`src/rtl/instruction_loader_pkg.sv`:
```
// Shared types and constants for the instruction loader: FSM state encoding and byte width.
package instr_loader_pkg;

    localparam int BYTE_WID = 8;

    typedef enum logic [2:0] {
        S_IDLE     = 3'd0,
        S_ASSEMBLE = 3'd1,
        S_WRITE    = 3'd2,
        S_CHECK    = 3'd3,
        S_DONE     = 3'd4
    } state_e;

endpackage

```
`src/rtl/instruction_loader_if.sv`:
```
// Byte-stream input and cache-write output of the instruction loader.
// Byte handshake: a byte transfers on a rising edge where byte_valid_i and byte_ready_o are both 1.
interface instruction_loader_if #(
    parameter int addr_wid  = 64,
    parameter int instr_wid = 32
);
    import instr_loader_pkg::*;

    logic                 byte_valid_i;
    logic [BYTE_WID-1:0]  byte_i;
    logic                 byte_ready_o;
    logic                 wr_instr_en_o;
    logic [instr_wid-1:0] wr_instr_o;
    logic [addr_wid-1:0]  wr_addr_o;

    modport master (
        output byte_valid_i, byte_i,
        input  byte_ready_o, wr_instr_en_o, wr_instr_o, wr_addr_o
    );

    modport slave (
        input  byte_valid_i, byte_i,
        output byte_ready_o, wr_instr_en_o, wr_instr_o, wr_addr_o
    );

endinterface

```
`src/rtl/instruction_loader_byte_packer.sv`:
```
// byte_packer: little-endian byte-to-word assembly with byte count and word-complete flag.
module byte_packer
    import instr_loader_pkg::*;
#(
    parameter int instr_wid = 32
) (
    input  logic                 clk_i,
    input  logic                 rst_i,
    input  logic                 clear_i,
    input  logic                 byte_en_i,
    input  logic [BYTE_WID-1:0]  byte_i,
    output logic [instr_wid-1:0] word_o,
    output logic                 word_complete_o
);

    localparam int bytes_per_word = instr_wid >> 3;
    localparam int cnt_wid        = (bytes_per_word > 1) ? $clog2(bytes_per_word) : 1;

    logic [cnt_wid-1:0]   cnt_q, cnt_d;
    logic [instr_wid-1:0] word_q, word_d;

    assign word_complete_o = byte_en_i && (cnt_q == cnt_wid'(bytes_per_word - 1));

    // Shifting in from the top leaves the first byte in [7:0] after a full word.
    always_comb begin
        cnt_d  = cnt_q;
        word_d = word_q;
        if (clear_i) begin
            cnt_d  = '0;
            word_d = '0;
        end else if (byte_en_i) begin
            word_d = {byte_i, word_q[instr_wid-1:BYTE_WID]};
            cnt_d  = word_complete_o ? '0 : cnt_q + cnt_wid'(1);
        end
    end

    // word_o already includes a byte accepted this cycle.
    assign word_o = word_d;

    always_ff @(posedge clk_i or posedge rst_i) begin
        if (rst_i) begin
            cnt_q  <= '0;
            word_q <= '0;
        end else begin
            cnt_q  <= cnt_d;
            word_q <= word_d;
        end
    end

endmodule

```
`src/rtl/instruction_loader.sv`:
```
// instruction_loader: assembles a byte stream into words and writes them to an instruction cache.
// Optional trailing-checksum word enabled by defining INSTR_LOADER_CHECKSUM_EN.
module instruction_loader
    import instr_loader_pkg::*;
#(
    parameter int addr_wid       = 64,
    parameter int instr_wid      = 32,
    parameter int length         = 100,
    parameter int bytes_per_word = instr_wid >> 3
) (
    input  logic                 clk_i,
    input  logic                 rst_i,
    input  logic                 start_i,
    input  logic [15:0]          num_words_i,
    instruction_loader_if.slave  bus,
    output logic                 busy_o,
    output logic                 done_o,
    output logic                 err_o,
    output state_e               state_o
);

    state_e               state_q, state_d;
    logic [addr_wid-1:0]  addr_q, addr_d;
    logic [15:0]          words_q, words_d;
    logic [15:0]          target_q, target_d;
    logic [instr_wid-1:0] wr_instr_q, wr_instr_d;
    logic [addr_wid-1:0]  wr_addr_q, wr_addr_d;
`ifdef INSTR_LOADER_CHECKSUM_EN
    logic [instr_wid-1:0] xor_q, xor_d;
    logic                 err_q, err_d;
`endif

    logic                 accept;
    logic                 packer_clear;
    logic [instr_wid-1:0] packed_word;
    logic                 word_complete;
    logic [15:0]          clamped;

    assign clamped = (num_words_i > 16'(length)) ? 16'(length) : num_words_i;
    assign accept  = bus.byte_valid_i && bus.byte_ready_o;

    byte_packer #(.instr_wid(instr_wid)) u_packer (
        .clk_i           (clk_i),
        .rst_i           (rst_i),
        .clear_i         (packer_clear),
        .byte_en_i       (accept),
        .byte_i          (bus.byte_i),
        .word_o          (packed_word),
        .word_complete_o (word_complete)
    );

    always_comb begin
        state_d      = state_q;
        addr_d       = addr_q;
        words_d      = words_q;
        target_d     = target_q;
        wr_instr_d   = wr_instr_q;
        wr_addr_d    = wr_addr_q;
        packer_clear = 1'b0;
`ifdef INSTR_LOADER_CHECKSUM_EN
        xor_d        = xor_q;
        err_d        = err_q;
`endif
        case (state_q)
            S_IDLE, S_DONE: begin
                if (start_i) begin
                    target_d     = clamped;
                    addr_d       = '0;
                    words_d      = '0;
                    packer_clear = 1'b1;
`ifdef INSTR_LOADER_CHECKSUM_EN
                    xor_d        = '0;
                    err_d        = 1'b0;
`endif
                    state_d      = (clamped == 16'd0) ? S_DONE : S_ASSEMBLE;
                end
            end
            S_ASSEMBLE: begin
                if (word_complete) state_d = S_WRITE;
            end
            S_WRITE: begin
                addr_d     = addr_q + addr_wid'(bytes_per_word);
                words_d    = words_q + 16'd1;
                wr_instr_d = packed_word;
                wr_addr_d  = addr_q;
`ifdef INSTR_LOADER_CHECKSUM_EN
                xor_d      = xor_q ^ packed_word;
                state_d    = (words_q + 16'd1 == target_q) ? S_CHECK : S_ASSEMBLE;
`else
                state_d    = (words_q + 16'd1 == target_q) ? S_DONE : S_ASSEMBLE;
`endif
            end
`ifdef INSTR_LOADER_CHECKSUM_EN
            S_CHECK: begin
                if (word_complete) begin
                    err_d   = (packed_word != xor_q);
                    state_d = S_DONE;
                end
            end
`endif
            default: state_d = S_IDLE;
        endcase
    end

    always_ff @(posedge clk_i or posedge rst_i) begin
        if (rst_i) begin
            state_q    <= S_IDLE;
            addr_q     <= '0;
            words_q    <= '0;
            target_q   <= '0;
            wr_instr_q <= '0;
            wr_addr_q  <= '0;
`ifdef INSTR_LOADER_CHECKSUM_EN
            xor_q      <= '0;
            err_q      <= 1'b0;
`endif
        end else begin
            state_q    <= state_d;
            addr_q     <= addr_d;
            words_q    <= words_d;
            target_q   <= target_d;
            wr_instr_q <= wr_instr_d;
            wr_addr_q  <= wr_addr_d;
`ifdef INSTR_LOADER_CHECKSUM_EN
            xor_q      <= xor_d;
            err_q      <= err_d;
`endif
        end
    end

    // Write bus shows the live word during WRITE and holds the last written values otherwise.
    assign bus.byte_ready_o  = (state_q == S_ASSEMBLE) || (state_q == S_CHECK);
    assign bus.wr_instr_en_o = (state_q == S_WRITE);
    assign bus.wr_instr_o    = (state_q == S_WRITE) ? packed_word : wr_instr_q;
    assign bus.wr_addr_o     = (state_q == S_WRITE) ? addr_q : wr_addr_q;

    assign busy_o  = (state_q == S_ASSEMBLE) || (state_q == S_WRITE) || (state_q == S_CHECK);
    assign done_o  = (state_q == S_DONE);
    assign state_o = state_q;
`ifdef INSTR_LOADER_CHECKSUM_EN
    assign err_o   = err_q;
`else
    assign err_o   = 1'b0;
`endif

endmodule

```
`src/flat_wrapper.sv`:
```
// flat-port wrapper written by rule: the top's interface ports become plain ports
module instruction_loader_flat import instr_loader_pkg::*;
#(
    parameter int addr_wid       = 64,
    parameter int instr_wid      = 32,
    parameter int length         = 100,
    parameter int bytes_per_word = instr_wid >> 3
)
  (clk_i, rst_i, start_i, num_words_i, busy_o, done_o, err_o, state_o, bus_byte_valid_i, bus_byte_i, bus_byte_ready_o, bus_wr_instr_en_o, bus_wr_instr_o, bus_wr_addr_o);
  instruction_loader_if #(.addr_wid(addr_wid), .instr_wid(instr_wid)) bus_i ();
  input  logic clk_i;
  input  logic rst_i;
  input  logic start_i;
  input  logic [15:0] num_words_i;
  output logic busy_o;
  output logic done_o;
  output logic err_o;
  output state_e state_o;
  input wire logic [$bits(bus_i.byte_valid_i)-1:0] bus_byte_valid_i;
  input wire logic [$bits(bus_i.byte_i)-1:0] bus_byte_i;
  output wire logic [$bits(bus_i.byte_ready_o)-1:0] bus_byte_ready_o;
  output wire logic [$bits(bus_i.wr_instr_en_o)-1:0] bus_wr_instr_en_o;
  output wire logic [$bits(bus_i.wr_instr_o)-1:0] bus_wr_instr_o;
  output wire logic [$bits(bus_i.wr_addr_o)-1:0] bus_wr_addr_o;
  assign bus_i.byte_valid_i = bus_byte_valid_i;
  assign bus_i.byte_i = bus_byte_i;
  assign bus_byte_ready_o = bus_i.byte_ready_o;
  assign bus_wr_instr_en_o = bus_i.wr_instr_en_o;
  assign bus_wr_instr_o = bus_i.wr_instr_o;
  assign bus_wr_addr_o = bus_i.wr_addr_o;
  instruction_loader #(.addr_wid(addr_wid), .instr_wid(instr_wid), .length(length), .bytes_per_word(bytes_per_word)) u_core (.clk_i(clk_i), .rst_i(rst_i), .start_i(start_i), .num_words_i(num_words_i), .bus(bus_i), .busy_o(busy_o), .done_o(done_o), .err_o(err_o), .state_o(state_o));
endmodule
```
`config.mk`:
```
export PLATFORM = sky130hd
export DESIGN_NAME = instruction_loader_flat
export DESIGN_NICKNAME = d
export VERILOG_FILES = /design/src/rtl/instruction_loader_pkg.sv /design/src/rtl/instruction_loader_if.sv /design/src/rtl/instruction_loader_byte_packer.sv /design/src/rtl/instruction_loader.sv /design/src/flat_wrapper.sv
export SDC_FILE = /design/constraint.sdc
export NUM_CORES = 1
export LEC_CHECK = 0
export ABC_AREA = 1
export CELL_PAD_IN_SITES_DETAIL_PLACEMENT = 1
export CELL_PAD_IN_SITES_GLOBAL_PLACEMENT = 1
export CORE_ASPECT_RATIO = 0.9
export CORE_MARGIN = 2
export CORE_UTILIZATION = 33
export DETAILED_ROUTE_END_ITERATION = 8
export GPL_TIMING_DRIVEN = 0
export MAX_ROUTING_LAYER = met4
export PLACE_DENSITY = 0.75
export SETUP_SLACK_MARGIN = 0.02
export SLEW_MARGIN = 40
export SYNTH_ARGS = -nofsm -noshare
export SYNTH_HDL_FRONTEND = slang
export SYNTH_SLANG_ARGS = --single-unit
```
`constraint.sdc`:
```
create_clock -name clk_i -period 14.87 [get_ports clk_i]
set_input_delay 2.974 -clock clk_i [delete_from_list [all_inputs] [get_ports clk_i]]
set_output_delay 2.974 -clock clk_i [all_outputs]
set_load 0.005 [all_outputs]
```
After elaboration in Yosys (flattened, before gate mapping). Index checks and enable logic that the tools add are counted.

Register bits after elaboration: 229. Output and inout port bits: 104. Word-level logic and storage cells: 52.

Add/sub/neg operators: 3. Magnitude comparators: 1. Equality and inequality tests: 8. Multiplexer cells: 19. Reductions and logical operators: 13.

Operator list (number): $mux W64 (2); $pmux W64 S2 (1); $mux W32 (3); $add A64 B3 Y64 const B (1); $mux W16 (2); $pmux W16 S2 (1); $add A16 B1 Y16 const B (1); $eq A16 B16 Y1 (1); $gt A16 B7 Y1 const B (1); $logic_not A16 Y1 (1); $mux W3 (4); $pmux W3 S3 (1); $eq A3 B2 Y1 const B (2); $mux W2 (3); $reduce_and A2 Y1 (3); $ne A2 B2 Y1 const B (2); $reduce_bool A2 Y1 (2); $eq A3 B1 Y1 const B (1); $eq A3 B3 Y1 const B (1); $logic_not A3 Y1 (1); $logic_or A1 B1 Y1 (3); $add A2 B1 Y2 const B (1); $eq A2 B2 Y1 const B (1); $logic_and A1 B1 Y1 (2); 2 further kinds (3).

Logic depth before layout (Yosys ltp). Gate-level depths: netlist of the first run.

Word-level depth: 7. Mapped depth: 15.

By module. Synthesis of the first run repeated with hierarchy kept, for this count alone.

Cells, all modules: 1389. Area total of the unflattened synthesis: 11245.8 sq um.

By module, submodules not included: instruction_loader (instances 1, cells each 1235, area an instance 9710.6 sq um); byte_packer (instances 1, cells each 154, area an instance 1535.2 sq um).

Worst setup path before layout of the first run. OpenSTA, ideal clock, no wires.

Path kind: input to output. Start: input port bus_byte_valid_i. End: output port bus_wr_instr_o[23]. Arrival time: 3.809 ns. Path slack: 8.087 ns. Stages on the path: 6. Cell sequence: nand2_1 -> clkbuf_1 -> nand2_1 -> a21oi_1 -> nand2_1 -> nand2_1.

Word-level cells in the longest chain between the ends: 4.

RTL lines: start: declaration (RTL line flat_wrapper.sv:19) `input wire logic [$bits(bus_i.byte_valid_i)-1:0] bus_byte_valid_i;`; $logic_and A1 B1 Y1 (RTL line instruction_loader.sv:40) `assign accept = bus.byte_valid_i && bus.byte_ready_o;`; $mux W32 (RTL line instruction_loader_byte_packer.sv:31) `end else if (byte_en_i) begin`; $mux W32 (RTL line instruction_loader_byte_packer.sv:28) `if (clear_i) begin`; named net u_core.packed_word[23] (RTL line instruction_loader.sv:35) `logic [instr_wid-1:0] packed_word;`; $mux W32 (RTL line instruction_loader.sv:134) `assign bus.wr_instr_o = (state_q == S_WRITE) ? packed_word : wr_instr_q;`; end: declaration (RTL line flat_wrapper.sv:23) `output wire logic [$bits(bus_i.wr_instr_o)-1:0] bus_wr_instr_o;`.

The timed path passes the listed nets, and every way through them passes these cells.

Final worst setup path of the first run.
Start: input port bus_byte_valid_i. End: output port bus_wr_instr_o[15].

The elaborated chain is that of the path after synthesis.

==> metrics.yaml, run 1 <==
global_route:
  grt_max_degree: 74
  grt_pass1_wl_mm: 57.4
  grt_util_all_layers_pct: 21.8
  grt_overflow: 0
  grt_pass1_vias: 10400
  antenna_found_initial: 0
timing:
  tns_ns: 0
  setup_viol: 0
  post-route-period-util_pct: 55.2
  min_period_ns: 8.21
  relSlewSlack_pct: 41.5
  fmax_mhz: 122
  slew_viol_final: 0
  hold_viol: 0
  rsz0062_at_grt: "no"
  tightest_slew_ns: 0.877
  finalClockSkew_ns: 0.0117
critical_path:
  crit_top_cell: "nand2_1"
  startpoint: "bus_byte_valid_i"
  cp.required_ns: 11.90
  critPathArrivalTime_ns: 5.24
  cp_slowest_stage_delay_ns: 0.51
  regToRegStartpoint: "u_core.state_o[2]"
  end_kind: "output port"
  crit_slowest_cell: "clkdlybuf4s50_1"
  path_class: "input pin to output port"
  crit_path_start_kind: "input pin"
  path_cells: "clkdlybuf4s50_1 -> nand2_1 -> clkinv_1 -> buf_2 -> nand2_1 -> a21oi_1 -> nand2_1 -> nand2_1 -> clkdlybuf4s50_1"
  cp_max_fo: 10
synthesis:
  syn_area_um2: 10800
  synth_seq_cells: 227
  ys_types: 45
  ys_seq_area_share_pct: 52.6
  syn_avg_cell_area_um2: 8.09
  synthFlopType: "dfrtp_1"
  syn_inst: 1335
  yosys_warnings: 0
  synth_area_leader_cell: "dfrtp_1"
  yosysMostFrequentCell: "nand2_1"
  synth_edf_count: 0
  synth_area_leaders: "dfrtp_1 53%, nand2_1 17%, nand3_1 4.2%, inv_1 4.0%, nor2_1 2.8%"
  netlist.area_leader.share_pct: 52.6
  syn_nets: 1366
  synth_compound_area_share_pct: 8.47
  async_flop_share_pct: 100
  synthAdderAreaFrac_pct: 0.347
  synthSimpleGateAreaFrac_pct: 31.3
  synthMuxAreaShare_pct: 0
  synth_top_family_by_area: "simple AND/OR/NAND/NOR gates"
  synth-xor-area-share_pct: 1.18
  synthTopCellsByCount: "487 x nand2_1, 227 x dfrtp_1, 115 x inv_1"
route:
  num_vias: 9739
  ant_nets: 0
  drcViolationCount: 0
  drt_pass1_iterations: 5
  drt-initial-drc-count: 591
  finalWirelength_mm: 35.6
  via_per_inst: 5.04
  wire_per_inst_um: 18.4
power_and_ir_drop:
  ir_drop_mv: 0.104
  p_leak_nw: 6.05
  power.density_nw_per_um2: 166
  total_power_mw: 2.27
die:
  ios: 132
  num_rows: 62
  dieWidth_um: 195
  start_util_pct: 33.7
  die_area_um2: 34200
  die_y_um: 176
  core_um2: 32000
layout:
  nets: 1528
  drive_above_1_share_pct: 7.52
  antenna_cells: 0
  final_util_pct: 42.7
  fill_cells: 3850
  syn_to_final_growth_pct: 26.6
place:
  port_buffers: 130
  gp_congestion: 0.883
  dpl.hpwl_mm: 25.9
clock_tree:
  cts-buffers-inserted: 27
  cts_setup_buffers: 0
  cts-root-buf: "clkbuf_16"
  clk_latency_ns: 0.53
  post_cts_resized: 0
  cts.reportedPaths.clkPinSlew_ns: 0.06
  cts_tree: "yes"
  cts_hold_buf: 0
  cts.sinks: 227
  ctsLongestPathBuffers: 3
  h-tree-depth: 1
hold_path:
  hold_path.class: "flip-flop to flip-flop"
  hp-start: "u_core.wr_addr_q[0]"
run_status:
  outcome: "complete, no violations"
flow_run:
  max_cap_violations: 0
-- layout make-up --
type / instances / area (um2) / area share, %
clock inverter: 8 / 165 / 1.21
tap: 416 / 520 / 3.80
sequential: 227 / 5680 / 41.5
multi-input combinational: 938 / 4470 / 32.7
clock buffer: 39 / 801 / 5.85
inverter: 121 / 462 / 3.37
buffer: 49 / 201 / 1.47
timing repair buffer: 133 / 1380 / 10.1
-- kinds of logic after synthesis --
kind of cell	count (synthesis)
AOI/OAI and AO/OA	158
buffers and inverters	170
DFF	227
xor gates and xnor gates	13
adders and majority gates	3
other	1
and+or+nand+nor	763
-- state kept, by name, summed over array words and instances (netlist names) --
name and flops:
u_core.wr_instr_q 32, u_core.u_packer.word_q 32, u_core.wr_addr_q 64, u_core.state_o 3
u_core.u_packer.cnt_q 2, u_core.words_q 16, u_core.addr_q 62, u_core.target_q 16
-- stage by stage --
stage / std cells / area (um2) / hold slack (ns) / worst slack (ns)
after global placement: 1881 / 12600 / 0.446 / 2.19
after floorplan: 1335 / 10800 / 0.450 / 5.68
after detailed placement: 1884 / 12700 / 0.450 / 6.65
after global routing: 1931 / 13700 / 0.495 / 6.49
final: 1931 / 13700 / 0.458 / 6.66
after CTS: 1931 / 13700 / 0.466 / 6.66
-- cells in the final DEF (no fill, tap or decap), drive strengths merged, types with 13 or more instances in the layout --
cell type and n:
nand4 31, o22ai 15, nand3 97, nor3 27, a21oi 33, inv 120
clkbuf 72, dfrtp 227, o21ai 77, buf 19, nor2 99, nand2 494
clkdlybuf4s50 130, o221ai 13
-- worst max-delay path: cells and delay by family --
family,cells,cell delay [ns]
and+or+nand+nor,4,0.55
AOI/OAI and AO/OA,1,0.22
buffers and inverters,4,1.48
-- path summary, 6_finish.rpt --
kind | end | slack (ns) | cells past startpoint
min in group asynchronous | u_core.wr_addr_q[0] | 2.83 | 2
max in group asynchronous | u_core.wr_instr_q[28] | 10.71 | 5
hold reg to reg | u_core.wr_addr_q[0] | 0.46 | 2
setup reg to reg | u_core.wr_addr_q[26] | 12.00 | 7
setup / recovery | bus_wr_instr_o[15] | 6.66 | 9
hold / removal | u_core.wr_addr_q[0] | 0.46 | 2
-- layer usage --
metal / track usage (%) / vias up / wire, um / share of wire (%)
met1: 29.2 / 4856 / 16800 / 47
li1: - / 4644 / - / -
met4: 5.93 / 0 / 954 / 2.7
met2: 35.1 / 181 / 16600 / 47
met3: 2.57 / 58 / 1240 / 3.5
met5: - / - / 0 / 0
-- where the power goes --
group | leakage, nW | switching (mW) | total [mW] | internal [mW]
sequential | 3.09 | 0.0610 | 0.827 | 0.766
clock | 0.477 | 0.262 | 0.719 | 0.456
combinational | 2.48 | 0.409 | 0.721 | 0.312
Power figures use the tool's default switching activity.
==> inputs of run 2 (changes only) <==
- PLACE_DENSITY: 0.75 -> 0.77
- clock period: 14.87 -> 6.6 ns (I/O delays scaled with it)
==> run 2 against run 1 <==
  * Sequential share of layout area down 0.19 points
  * Clock-buffer cell count unchanged
  * Utilization up 0.20 points
  * Routed wire length up 1.5%
  * Register-to-register slack worse by 8.2 ns
  * Via count up 2.4%
  * Total power up 120%
  * First-iteration DRC count down 8.8%
  * Sequential cell count unchanged
  * Clock power up 100%
  * Clock skew up 0.0029 ns
  * Largest cell class unchanged
==> metrics.yaml, run 2 (synthesis gave the netlist of run 1 again) <==
route:
  drt-initial-drc-count: 539  # -8.8%
  num_vias: 9969  # +2.4%
  finalWirelength_mm: 36.1  # +1.5%
  wire_per_inst_um: 18.6  # +1.1%
  via_per_inst: 5.14  # +1.9%
  drcViolationCount: 0  # unchanged
  drt_pass1_iterations: 5  # unchanged
  ant_nets: 0  # unchanged
layout:
  largest_register: "u_core.wr_addr_q"
  reg_top3: "u_core.wr_addr_q (64), u_core.addr_q (62)"
  final_common_cell: "nand2_1"
  final_cell_mix: "487 x nand2_1, 227 x dfrtp_1, 130 x clkdlybuf4s50_1"
  antenna_cells: 0  # unchanged
  final_util_pct: 42.9  # +0.20 points
  drive_above_1_share_pct: 8.01  # +0.48 points
  nets: 1536  # +0.52%
  largest_reg_flops: 64  # unchanged
  syn_to_final_growth_pct: 27.2
  finalNonFillerCells: 1940  # +0.47%
die:
  start_util_pct: 33.7  # unchanged
  core_um2: 32000  # unchanged
  num_rows: 62  # unchanged
  die_area_um2: 34200  # unchanged
  dieWidth_um: 195  # unchanged
  die_y_um: 176  # unchanged
  ios: 132  # unchanged
clock_tree:
  cts_hold_buf: 0  # unchanged
  ctsLongestPathBuffers: 3  # unchanged
  cts.sinks: 227  # unchanged
  cts-buffers-inserted: 26  # -3.7%
  cts_tree: "yes"
  clk_latency_ns: 0.54  # about the same
  post_cts_resized: 0  # unchanged
  cts.reportedPaths.clkPinSlew_ns: 0.06  # about the same
  cts_setup_buffers: 0  # unchanged
  h-tree-depth: 1  # unchanged
  cts-root-buf: "clkbuf_16"
critical_path:
  critPathArrivalTime_ns: 3.75  # -1.49 ns
  cp_max_fo: 10  # unchanged
  crit_path_start_kind: "flip-flop"
  path_class: "flip-flop to output port"
  cp.required_ns: 5.28  # -6.62 ns
  end_kind: "output port"
timing:
  tightest_slew_ns: 0.833  # -0.0441 ns
  fmax_mhz: 197
  rsz0062_at_grt: "no"
  setup_viol: 0  # unchanged
  post-route-period-util_pct: 76.9
  relSlewSlack_pct: 44.5  # +2.9 points
  finalClockSkew_ns: 0.0146  # +0.00286 ns
  hold_viol: 0  # unchanged
  min_period_ns: 5.07
  tns_ns: 0  # unchanged
  hold_slack_ns: 0.470  # +0.0123 ns
  slew_viol_final: 0  # unchanged
  fin_ws_ns: 1.53  # -5.13 ns
place:
  place_inst: 1893  # +0.48%
  preCtsSetupSlack_ns: 1.73  # -4.93 ns
  gp_congestion: 0.897  # +1.6%
  port_buffers: 130  # unchanged
  dpl.hpwl_mm: 26.5  # +2.2%
global_route:
  antenna_found_initial: 0  # unchanged
  grt_util_all_layers_pct: 22.1  # +0.27 points
  grt_pass1_wl_mm: 58.3  # +1.5%
  grt_max_degree: 27  # -64%
  grt_overflow: 0  # unchanged
  grt_pass1_vias: 10600  # +1.7%
power_and_ir_drop:
  power.density_nw_per_um2: 360  # +120%
  p_leak_nw: 6.07  # +0.28%
  ir_drop_mv: 0.208  # +100%
run_status:
  outcome: "complete, no violations"
hold_path:
  hold_path.class: "flip-flop to flip-flop"
flow_run:
  max_cap_violations: 0  # unchanged
[run 2: cell count changes in the layout (fill, tap and decap cells not counted)]
| cell | previous run | this run |
|---|---|---|
| clkbuf_8 | 8 | 7 |
| buf_12 | 0 | 5 |
| bufinv_16 | 5 | 0 |
| clkinvlp_4 | 0 | 4 |
| buf_6 | 0 | 1 |
| clkinv_2 | 3 | 5 |
| buf_16 | 3 | 6 |
| clkbuf_1 | 37 | 38 |
| inv_8 | 1 | 0 |
[run 2: where the power goes]
| part | internal (mW) | switching [mW] | total (mW) |
|---|---|---|---|
| Sequential | 1.73 | 0.142 | 1.87 |
| Combinational | 0.716 | 0.929 | 1.64 |
| Clock | 0.825 | 0.612 | 1.44 |
| Total | 3.27 | 1.68 | 4.95 |
[run 2: critical path: stages (launching register included)]
cell             delay [ns]
dfrtp_1                0.46
inv_1                  0.10
nand3_1                0.36
inv_2                  0.26
clkbuf_1               0.43
buf_6                  0.22
clkbuf_1               0.57
nand2_1                0.11
nand2_1                0.14
clkdlybuf4s50_1        0.55
[run 2: final timing paths]
| kind | startpoint | endpoint | slack [ns] | cells past startpoint |
|---|---|---|---|---|
| min reg2reg | u_core.wr_addr_q[0] | u_core.wr_addr_q[0] | 0.47 | 2 |
| max | u_core.state_o[2] | bus_wr_addr_o[11] | 1.53 | 9 |
| max reg2reg | u_core.state_o[2] | u_core.wr_instr_q[29] | 3.85 | 8 |
| max in group asynchronous | rst_i | u_core.wr_addr_q[46] | 4.42 | 6 |
| min | u_core.wr_addr_q[0] | u_core.wr_addr_q[0] | 0.47 | 2 |
| min in group asynchronous | rst_i | u_core.words_q[9] | 1.17 | 2 |
[run 2: cell type report]
class                      instances  area (um2)
buffer                            49         201
clock buffer                      39         791
clock inverter                     8        47.5
fill                            3843       18300
inverter                         121         458
multi-input combinational        938        4470
sequential                       227        5680
tap                              416         520
timing repair buffer             142        1580
[run 2: stage by stage]
| step | cell area [um2] | power, mW |
|---|---|---|
| CTS | 13700 | 5.00 |
| finish | 13700 | 4.95 |
| global route | 13700 | 5.22 |
| detailed placement | 12900 | 3.53 |
| floorplan | 10800 | 2.57 |
| global placement | 12600 | 3.46 |
[run 2: routing by layer]
layer	global-route usage, %	part of all wire [%]	wire [um]	up-vias
met5	-	0	0	-
met4	5.74	2.7	967	0
met3	2.34	3.6	1320	52
met2	36.0	47	17200	205
met1	29.6	46	16700	5038
li1	-	-	-	4674
